[config.mk]
export PLATFORM = sky130hd
export DESIGN_NAME = tick_scheduler
export DESIGN_NICKNAME = d
export VERILOG_FILES = /design/src/rtl/tick_sched_pkg.sv /design/src/rtl/tick_gen.sv /design/src/rtl/tick_scheduler.sv
export SDC_FILE = /design/constraint.sdc
export NUM_CORES = 1
export LEC_CHECK = 0
export BUFFER_PORTS_ARGS = -buffer_cell sky130_fd_sc_hd__buf_4
export CORE_MARGIN = 3
export CORE_UTILIZATION = 55
export DETAILED_ROUTE_END_ITERATION = 10
export GPL_ROUTABILITY_DRIVEN = 0
export PLACE_DENSITY = 0.77
export SLEW_MARGIN = 30
export SYNTH_ARGS = -nofsm -noshare
export SYNTH_HDL_FRONTEND = slang
export SYNTH_HIERARCHICAL = 1
export SYNTH_SLANG_ARGS = --single-unit
[constraint.sdc]
create_clock -name clk -period 5.8 [get_ports clk]
set_input_delay 1.16 -clock clk [delete_from_list [all_inputs] [get_ports clk]]
set_output_delay 1.16 -clock clk [all_outputs]
set_load 0.02 [all_outputs]
[src/rtl/tick_sched_pkg.sv]
// Shared types and defaults for the tick scheduler.
//   state_t      : seconds-timebase sequencer states
//   DEF_*_DIV    : default divisors for a 100 MHz master clock
//   max_int()    : helper used to size the seconds counter
package tick_sched_pkg;

    typedef enum logic [1:0] {
        IDLE  = 2'd0,
        RUN   = 2'd1,
        PAUSE = 2'd2,
        STEP  = 2'd3
    } state_t;

    localparam int DEF_PIX_DIV   = 4;
    localparam int DEF_SCAN_DIV  = 1024;
    localparam int DEF_BLINK_DIV = 1048576;
    localparam int DEF_SEC_DIV   = 100000000;
    localparam int DEF_ADJ_DIV   = 25000000;

    function automatic int max_int(input int a, input int b);
        return (a > b) ? a : b;
    endfunction

endpackage

[src/rtl/tick_gen.sv]
// Divisor counter producing a registered one-cycle tick.
//   clk, rst : clock, asynchronous active-high reset
//   en       : advance the counter this cycle
//   clr      : zero the counter, suppress the tick (wins over en)
//   div      : runtime divisor (period in enabled cycles), >= 2
//   tick     : high for the cycle after the edge on which the counter wraps
module tick_gen #(
    parameter int WIDTH = 2
) (
    input  logic           clk,
    input  logic           rst,
    input  logic           en,
    input  logic           clr,
    input  logic [WIDTH:0] div,
    output logic           tick
);

    logic [WIDTH-1:0] count;
    logic             at_end;

    // div is one bit wider than the counter so a power-of-two divisor fits.
    assign at_end = ({1'b0, count} == (div - (WIDTH+1)'(1)));

    always_ff @(posedge clk or posedge rst) begin
        if (rst) begin
            count <= '0;
            tick  <= 1'b0;
        end else if (clr) begin
            count <= '0;
            tick  <= 1'b0;
        end else if (en) begin
            if (at_end) begin
                count <= '0;
                tick  <= 1'b1;
            end else begin
                count <= count + WIDTH'(1);
                tick  <= 1'b0;
            end
        end else begin
            tick <= 1'b0;
        end
    end

endmodule

[src/rtl/tick_scheduler.sv]
// Central clock-enable scheduler: free-running pixel/scan strobes, a blink
// level, and a seconds strobe sequenced through IDLE/RUN/PAUSE/STEP.
//   clk, rst   : master clock, asynchronous active-high reset
//   start      : pulse, start/resume seconds timebase
//   pause      : pulse, freeze seconds timebase
//   step       : pulse, one seconds strobe while paused
//   clear      : pulse, back to IDLE with the seconds counter zeroed
//   adjust     : level, use ADJ_DIV instead of SEC_DIV
//   pix_en     : strobe every PIX_DIV cycles
//   scan_en    : strobe every SCAN_DIV cycles
//   blink      : square wave, period 2*BLINK_DIV
//   sec_en     : seconds strobe
//   running    : high in RUN
//   dbg_state  : current sequencer state (state_t encoding)
module tick_scheduler
    import tick_sched_pkg::*;
#(
    parameter int PIX_DIV   = DEF_PIX_DIV,
    parameter int SCAN_DIV  = DEF_SCAN_DIV,
    parameter int BLINK_DIV = DEF_BLINK_DIV,
    parameter int SEC_DIV   = DEF_SEC_DIV,
    parameter int ADJ_DIV   = DEF_ADJ_DIV
) (
    input  logic       clk,
    input  logic       rst,
    input  logic       start,
    input  logic       pause,
    input  logic       step,
    input  logic       clear,
    input  logic       adjust,
    output logic       pix_en,
    output logic       scan_en,
    output logic       blink,
    output logic       sec_en,
    output logic       running,
    output logic [1:0] dbg_state
);

    localparam int PIX_W   = $clog2(PIX_DIV);
    localparam int SCAN_W  = $clog2(SCAN_DIV);
    localparam int BLINK_W = $clog2(BLINK_DIV);
    localparam int SEC_W   = $clog2(max_int(SEC_DIV, ADJ_DIV));

    localparam logic [PIX_W:0]   PIX_V   = PIX_DIV[PIX_W:0];
    localparam logic [SCAN_W:0]  SCAN_V  = SCAN_DIV[SCAN_W:0];
    localparam logic [BLINK_W:0] BLINK_V = BLINK_DIV[BLINK_W:0];
    localparam logic [SEC_W:0]   SEC_V   = SEC_DIV[SEC_W:0];
    localparam logic [SEC_W:0]   ADJ_V   = ADJ_DIV[SEC_W:0];

    state_t         state;
    logic           adj_q;
    logic           step_strobe;
    logic           blink_q;
    logic           blink_tick;
    logic           sec_tick;
    logic           sec_run;
    logic           sec_clr;
    logic [SEC_W:0] sec_div;

    // ---------------- free-running generators ----------------
    tick_gen #(.WIDTH(PIX_W)) u_pix (
        .clk(clk), .rst(rst), .en(1'b1), .clr(1'b0), .div(PIX_V), .tick(pix_en)
    );

    tick_gen #(.WIDTH(SCAN_W)) u_scan (
        .clk(clk), .rst(rst), .en(1'b1), .clr(1'b0), .div(SCAN_V), .tick(scan_en)
    );

    tick_gen #(.WIDTH(BLINK_W)) u_blink (
        .clk(clk), .rst(rst), .en(1'b1), .clr(1'b0), .div(BLINK_V), .tick(blink_tick)
    );

    // blink_q flips one edge after the wrap; XOR with the tick makes the
    // visible level change in the same cycle the wrap strobe appears.
    always_ff @(posedge clk or posedge rst) begin
        if (rst) begin
            blink_q <= 1'b0;
        end else if (blink_tick) begin
            blink_q <= ~blink_q;
        end
    end

    assign blink = blink_q ^ blink_tick;

    // ---------------- seconds timebase ----------------
    // pause on the wrap edge holds the counter at DIV-1, so the first RUN
    // edge after resume wraps and strobes. A rate change restarts the period.
    assign sec_run = (state == RUN) && !pause;
    assign sec_clr = clear || (state == IDLE) || (adjust != adj_q);
    assign sec_div = adjust ? ADJ_V : SEC_V;

    tick_gen #(.WIDTH(SEC_W)) u_sec (
        .clk(clk), .rst(rst), .en(sec_run), .clr(sec_clr), .div(sec_div), .tick(sec_tick)
    );

    assign sec_en    = sec_tick | step_strobe;
    assign dbg_state = state;

    // Sequencer: clear > start > pause > step.
    always_ff @(posedge clk or posedge rst) begin
        if (rst) begin
            state       <= IDLE;
            running     <= 1'b0;
            step_strobe <= 1'b0;
            adj_q       <= 1'b0;
        end else begin
            adj_q       <= adjust;
            step_strobe <= (state == STEP) && !clear;
            if (clear) begin
                state   <= IDLE;
                running <= 1'b0;
            end else begin
                case (state)
                    IDLE: begin
                        if (start) begin
                            state   <= RUN;
                            running <= 1'b1;
                        end
                    end
                    RUN: begin
                        if (pause) begin
                            state   <= PAUSE;
                            running <= 1'b0;
                        end
                    end
                    PAUSE: begin
                        if (start) begin
                            state   <= RUN;
                            running <= 1'b1;
                        end else if (step) begin
                            state <= STEP;
                        end
                    end
                    STEP: begin
                        state <= PAUSE;
                    end
                    default: begin
                        state   <= IDLE;
                        running <= 1'b0;
                    end
                endcase
            end
        end
    end

endmodule

==> results.py, run 1 <==
metrics = {
    "clock_tree": {
        "cts-root-buf": "clkbuf_8",
        "post_cts_buffers": 0,
        "clk_pin_slew_ns": 0.08,
        "clock_path_buffers": 2,
        "cts.sinks": 69,
        "cts_hold_buf": 0,
        "clk_latency_ns": 0.35,
        "cts_made_buffers": 9,
        "cts_tree": "yes",
        "ctsResizeCount": 0,
        "htreeDepth": 3,
    },
    "sta": {
        "clock.fmax_ghz": 0.242,
        "rsz0062_at_grt": "false",
        "tns_ns": 0,
        "worst_slack_ns": 1.66,
        "maxSlewHeadroom": 0.462,
        "hold_viol_final": 0,
        "worst_pin_slew_ns": 0.800,
        "finalCriticalPeriod_ns": 4.14,
        "fin_crit_sh": 0.713,
        "skew_ns": 0.00782,
        "slew_viol_final": 0,
        "setup_viol": 0,
    },
    "synthesis": {
        "synth-seq-cells": 69,
        "synth_common_cells": "dfrtp_1, nand2_1, xnor2_1, nor2_1, xor2_1",
        "synth_cells": 721,
        "synth.cell_area_mm2": 0.00601,
        "ys.flop_type": "dfrtp_1",
        "postSynthAreaPerCell_um2": 8.34,
        "synth_warnings": 6,
        "synth.distinct_cells": 83,
        "synth_area_leaders": "dfrtp_1, xnor2_1, xor2_1",
        "ys_async_sr_fraction": 1.00,
        "yosys.area.top_type_share": 0.287,
        "synth_enable_flop_cells": 0,
        "yosysSeqAreaShare": 0.287,
        "synth.most_common_cell": "dfrtp_1",
        "yosysTopAreaCell": "dfrtp_1",
    },
    "finish": {
        "drive_gt1_frac": 0.0714,
        "syn2layout_area_growth_pct": 22.5,
        "antennaDiodeCount": 0,
        "fin_cells": 1117,
        "nets": 990,
    },
    "detailed_routing": {
        "dr.first_iter.drc_count": 416,
        "routed_wl_um": 14300,
        "via_per_inst": 5.26,
        "vias": 5880,
        "post_drt_wl_per_cell_um": 12.8,
        "postRouteAntennaNets": 0,
        "post-route-drc-count": 0,
        "dr.pass1.iters": 5,
    },
    "die": {
        "rows": 37,
        "die_y_um": 111,
        "core-area_mm2": 0.0105,
        "die-area_mm2": 0.0122,
        "ioPinCount": 14,
        "start_util": 0.575,
        "die_w_um": 111,
    },
    "grt": {
        "grt_pass1_vias": 5627,
        "grt.total_usage": 0.242,
        "antenna_found_initial": 0,
        "grt_max_degree": 32,
        "grt-ovfl-total": 0,
        "grt_pass1_wl_um": 25300,
    },
    "flow_run": {
        "drv_cap": 0,
    },
    "power": {
        "irDropWorstVdd_mv": 0.176,
        "powerDensity_mw_per_mm2": 151,
        "total_leakage_power_nw": 3.13,
    },
    "worst_setup_path": {
        "start_kind": "primary input",
        "rrSetupSlack_ns": 2.76,
        "critPathCaptureType": "flip-flop",
        "cp.arrival_ns": 4.34,
        "crit_fanout": 26,
        "path_class": "in -> reg",
        "critPathRequiredTime_ns": 6.00,
    },
    "placed_design": {
        "port-buffer-count": 13,
        "dp_hpwl_um": 10700,
        "pre_cts_ws_ns": 1.35,
        "dp_cells": 1100,
    },
    "worst_hold_path": {
        "min_path_type": "reg -> reg",
    },
    "outcome": {
        "status": "complete, no violations",
    },
}
-- cell usage in the layout, fill, tap and decap left out, types with 4 or more instances in the layout --
cell type / netlist / final
conb_1: 2 / 264
dfrtp_1: 69 / 69
nand2_1: 59 / 59
xnor2_1: 46 / 46
xor2_1: 41 / 41
nor2_1: 41 / 41
nand3_1: 34 / 34
nand4_1: 34 / 34
inv_1: 34 / 33
nor3_1: 24 / 24
nor4_1: 19 / 19
a211oi_1: 19 / 19
a21oi_1: 17 / 17
buf_4: 2 / 16
a31oi_1: 15 / 15
or3_1: 14 / 14
nor2b_1: 13 / 13
o22ai_1: 13 / 13
or4_1: 11 / 11
clkbuf_8: 0 / 10
and3_1: 10 / 10
or2_2: 9 / 9
o211ai_1: 9 / 9
o311ai_1: 9 / 9
nand2b_1: 9 / 9
mux2i_1: 8 / 8
o21ai_0: 8 / 8
nand3b_1: 7 / 7
nor3b_1: 7 / 7
ha_1: 7 / 7
o21ai_1: 6 / 6
a311oi_1: 5 / 5
nor4b_1: 5 / 5
nand4b_1: 5 / 5
a21o_1: 4 / 4
nor4_4: 4 / 4
and2_1: 4 / 4
and3b_1: 4 / 4
-- worst max-delay path, cell delays in order --
cell	delay, ns
buf_4	0.25
inv_1	0.34
or4_1	0.63
or4_1	0.48
a211oi_1	0.21
o22ai_1	0.10
or4_4	0.47
nor4_4	0.23
buf_4	0.31
o32ai_1	0.15
-- final timing paths --
kind	from	endpoint	cells past startpoint
max	adjust	u_sec/count[1]	10
min	u_blink/tick	blink_q	1
max reg2reg	u_sec/count[2]	u_sec/count[1]	8
min reg2reg	u_blink/tick	blink_q	1
max in group asynchronous	rst	u_blink/count[15]	2
min in group asynchronous	rst	u_pix/tick	2
-- kinds of logic (layout without fill, tap and decap cells) --
| family | count (synthesis) | after routing | share of synthesized area |
|---|---|---|---|
| fa+ha+maj | 7 | 7 | 0.0146 |
| compound gates | 141 | 141 | 0.174 |
| mux | 11 | 11 | 0.0189 |
| buf+inv | 70 | 68 | 0.0485 |
| flops | 69 | 69 | 0.287 |
| simple gates | 334 | 334 | 0.329 |
| xor+xnor | 87 | 87 | 0.127 |
| other cells | 2 | 264 | 0.00125 |
-- area by class of cell --
| type | instances | area [um^2] |
|---|---|---|
| fillers | 887 | 3100 |
| repair buffers | 17 | 131 |
| well taps | 136 | 170 |
| multi-input cells | 844 | 4980 |
| clock inverters | 6 | 86.3 |
| clock buffers | 10 | 138 |
| flip-flops and latches | 69 | 1730 |
| inverters | 35 | 131 |
-- registers in the layout, indices dropped and copies added (netlist names) --
register and flops:
u_sec/tick 1, u_pix/count 2, u_pix/tick 1, blink_q 1, running 1, u_scan/count 10
u_sec/count 27, dbg_state 2, u_blink/tick 1, step_strobe 1, u_blink/count 20, adj_q 1
u_scan/tick 1
-- per-stage QoR --
stage	area (um^2)	utilization	power [W]	hold slack, ns
finish	7370	0.704	0.00111	0.496
global route	7370	0.704	0.00117	0.502
CTS	7350	0.703	0.00111	0.496
detailed placement	7130	0.682	0.000663	0.482
global placement	7130	0.682	0.000658	0.472
floorplan	6990	-	0.000636	0.458
-- where the power goes --
part,switching (W),internal (W)
sequential,0.00000743,0.000487
combinational,0.000114,0.0000594
clock,0.000195,0.000253
total,0.000316,0.000799
-- layer usage --
metal	up-vias	routed length (um)	GRT usage
met5	-	0	0
met4	0	252	0.0714
met3	25	622	0.0395
met2	138	6870	0.403
met1	2765	6590	0.323
li1	2952	-	-
No activity file was read; power rests on OpenSTA's default activity.
==> run 2, diff against run 1 <==
==> constraint.sdc (replaced) <==
create_clock -name clk -period 4.3 [get_ports clk]
set_input_delay 0.86 -clock clk [delete_from_list [all_inputs] [get_ports clk]]
set_output_delay 0.86 -clock clk [all_outputs]
set_load 0.02 [all_outputs]
==> run 2 against run 1 <==
Effect of this change: clock power rose by 34%; core utilization barely moved; sequential share of layout area barely moved; sequential power rose by 35%; worst hold slack got worse by 0.070 ns; register-to-register slack got worse by 1.4 ns; power rose by 34%; via count fell by 0.82%; count of clock-buffer cells in the layout rose by 1; largest cell class unchanged.
==> results.py, run 2 (same netlist as run 1, synthesis figures left out) <==
metrics = {
    "outcome": {
        "status": "complete, no violations",
    },
    "sta": {
        "slew_viol_final": 0,
        "rsz0062_at_grt": "false",
        "fin_crit_sh": 0.806,
        "tns_ns": 0,
        "setup_viol": 0,
        "finalCriticalPeriod_ns": 3.46,
        "hold_viol_final": 0,
        "skew_ns": 0.0134,
        "worst_pin_slew_ns": 0.804,
        "worst_slack_ns": 0.836,
        "maxSlewHeadroom": 0.463,
        "clock.fmax_ghz": 0.289,
    },
    "finish": {
        "antennaDiodeCount": 0,
        "layout_commonest_cell": "conb_1",
        "syn2layout_area_growth_pct": 22.6,
        "drive_gt1_frac": 0.0713,
        "fillers": 896,
        "stdcell_area_mm2": 0.00737,
        "top_register": "u_sec/count",
        "most-common-layout-cells": "conb_1, dfrtp_1, nand2_1, xnor2_1",
        "largest_reg_flops": 27,
        "nets": 991,
        "largestRegisters": "u_sec/count: 27 flops, u_blink/count: 20 flops, u_scan/count: 10 flops",
    },
    "grt": {
        "grt_max_degree": 39,
        "grt_pass1_vias": 5372,
        "grt.total_usage": 0.233,
        "antenna_found_initial": 0,
        "grt-ovfl-total": 0,
        "grt_pass1_wl_um": 24400,
    },
    "worst_setup_path": {
        "cp.arrival_ns": 3.73,
        "timing.rr.start": "u_sec/count[2]",
        "slowest_stage": "or4_1",
        "crit_fanout": 26,
        "path_cells": "buf_4, inv_1, or4_1, or4_1, a211oi_1, o22ai_1, or4_4, nor4_4, buf_4, nor3b_1",
        "path_class": "in -> reg",
        "critPathRequiredTime_ns": 4.57,
        "critPathCaptureType": "flip-flop",
        "cpPeakStageDelay_ns": 0.54,
        "start_kind": "primary input",
        "startpoint": "adjust",
    },
    "placed_design": {
        "port-buffer-count": 13,
        "post_dp_cell_area_mm2": 0.00715,
        "dp_hpwl_um": 10400,
        "pre_cts_ws_ns": 0.498,
    },
    "clock_tree": {
        "clock_path_buffers": 2,
        "cts_made_buffers": 9,
        "cts-root-buf": "clkbuf_8",
        "cts_tree": "yes",
        "cts_hold_buf": 0,
        "clk_pin_slew_ns": 0.07,
        "clk_latency_ns": 0.36,
        "htreeDepth": 3,
        "cts.sinks": 69,
        "ctsResizeCount": 0,
        "post_cts_buffers": 0,
    },
    "power": {
        "total_leakage_power_nw": 3.13,
        "irDropWorstVdd_mv": 0.221,
        "powerDensity_mw_per_mm2": 203,
    },
    "detailed_routing": {
        "postRouteAntennaNets": 0,
        "post-route-drc-count": 0,
        "routed_wl_um": 13900,
        "post_drt_wl_per_cell_um": 12.4,
        "dr.first_iter.drc_count": 369,
        "via_per_inst": 5.22,
        "dr.pass1.iters": 5,
        "vias": 5832,
    },
    "die": {
        "die_w_um": 111,
        "ioPinCount": 14,
        "core-area_mm2": 0.0105,
        "start_util": 0.575,
        "rows": 37,
        "die_y_um": 111,
        "die-area_mm2": 0.0122,
    },
    "flow_run": {
        "drv_cap": 0,
    },
    "worst_hold_path": {
        "min_path_type": "in -> async",
    },
}
==> run 2: power by group <==
group          total (W)  switching (W)  internal, W
Combinational   0.000232       0.000152    0.0000797
Clock           0.000599       0.000256     0.000343
Sequential      0.000666     0.00000933     0.000656
==> run 2: layer usage <==
metal / global-route usage / routed length (um)
met1: 0.315 / 6430
met2: 0.395 / 6750
met3: 0.0279 / 515
met4: 0.0624 / 174
met5: 0 / 0
==> run 2: final timing paths <==
check	end	slack, ns	cells past startpoint
worst max-delay path	u_sec/tick	0.84	10
worst min-delay path	u_pix/tick	0.43	2
worst max register to register	u_sec/tick	1.35	8
worst min register to register	blink_q	0.50	1
max in group asynchronous	u_blink/count[15]	3.08	2
min in group clk	blink_q	0.50	1
==> run 2: through the flow <==
step | utilization | hold WS [ns] | total power, W | instances
2_1_floorplan | - | 0.458 | 0.000857 | 983
3_5_place_dp | 0.683 | 0.483 | 0.000893 | 1102
6_report | 0.704 | 0.425 | 0.00150 | 1118
3_3_place_gp | 0.683 | 0.472 | 0.000889 | 1102
4_1_cts | 0.704 | 0.409 | 0.00150 | 1118
5_1_grt | 0.704 | 0.409 | 0.00157 | 1118
==> run 2: final cells by class <==
class | count | area (um^2) | area share
Multi-Input combinational cell | 844 | 4980 | 0.676
Timing Repair Buffer | 18 | 135 | 0.0183
Clock inverter | 5 | 83.8 | 0.0114
Sequential cell | 69 | 1730 | 0.234
Tap cell | 136 | 170 | 0.0231
Inverter | 35 | 131 | 0.0178
Clock buffer | 11 | 141 | 0.0192
==> run 2: critical path, delay by kind of cell <==
| family | cells | cell delay (ns) |
|---|---|---|
| buffers and inverters | 3 | 0.64 |
| and+or+nand+nor | 5 | 1.90 |
| AOI/OAI and AO/OA | 2 | 0.31 |
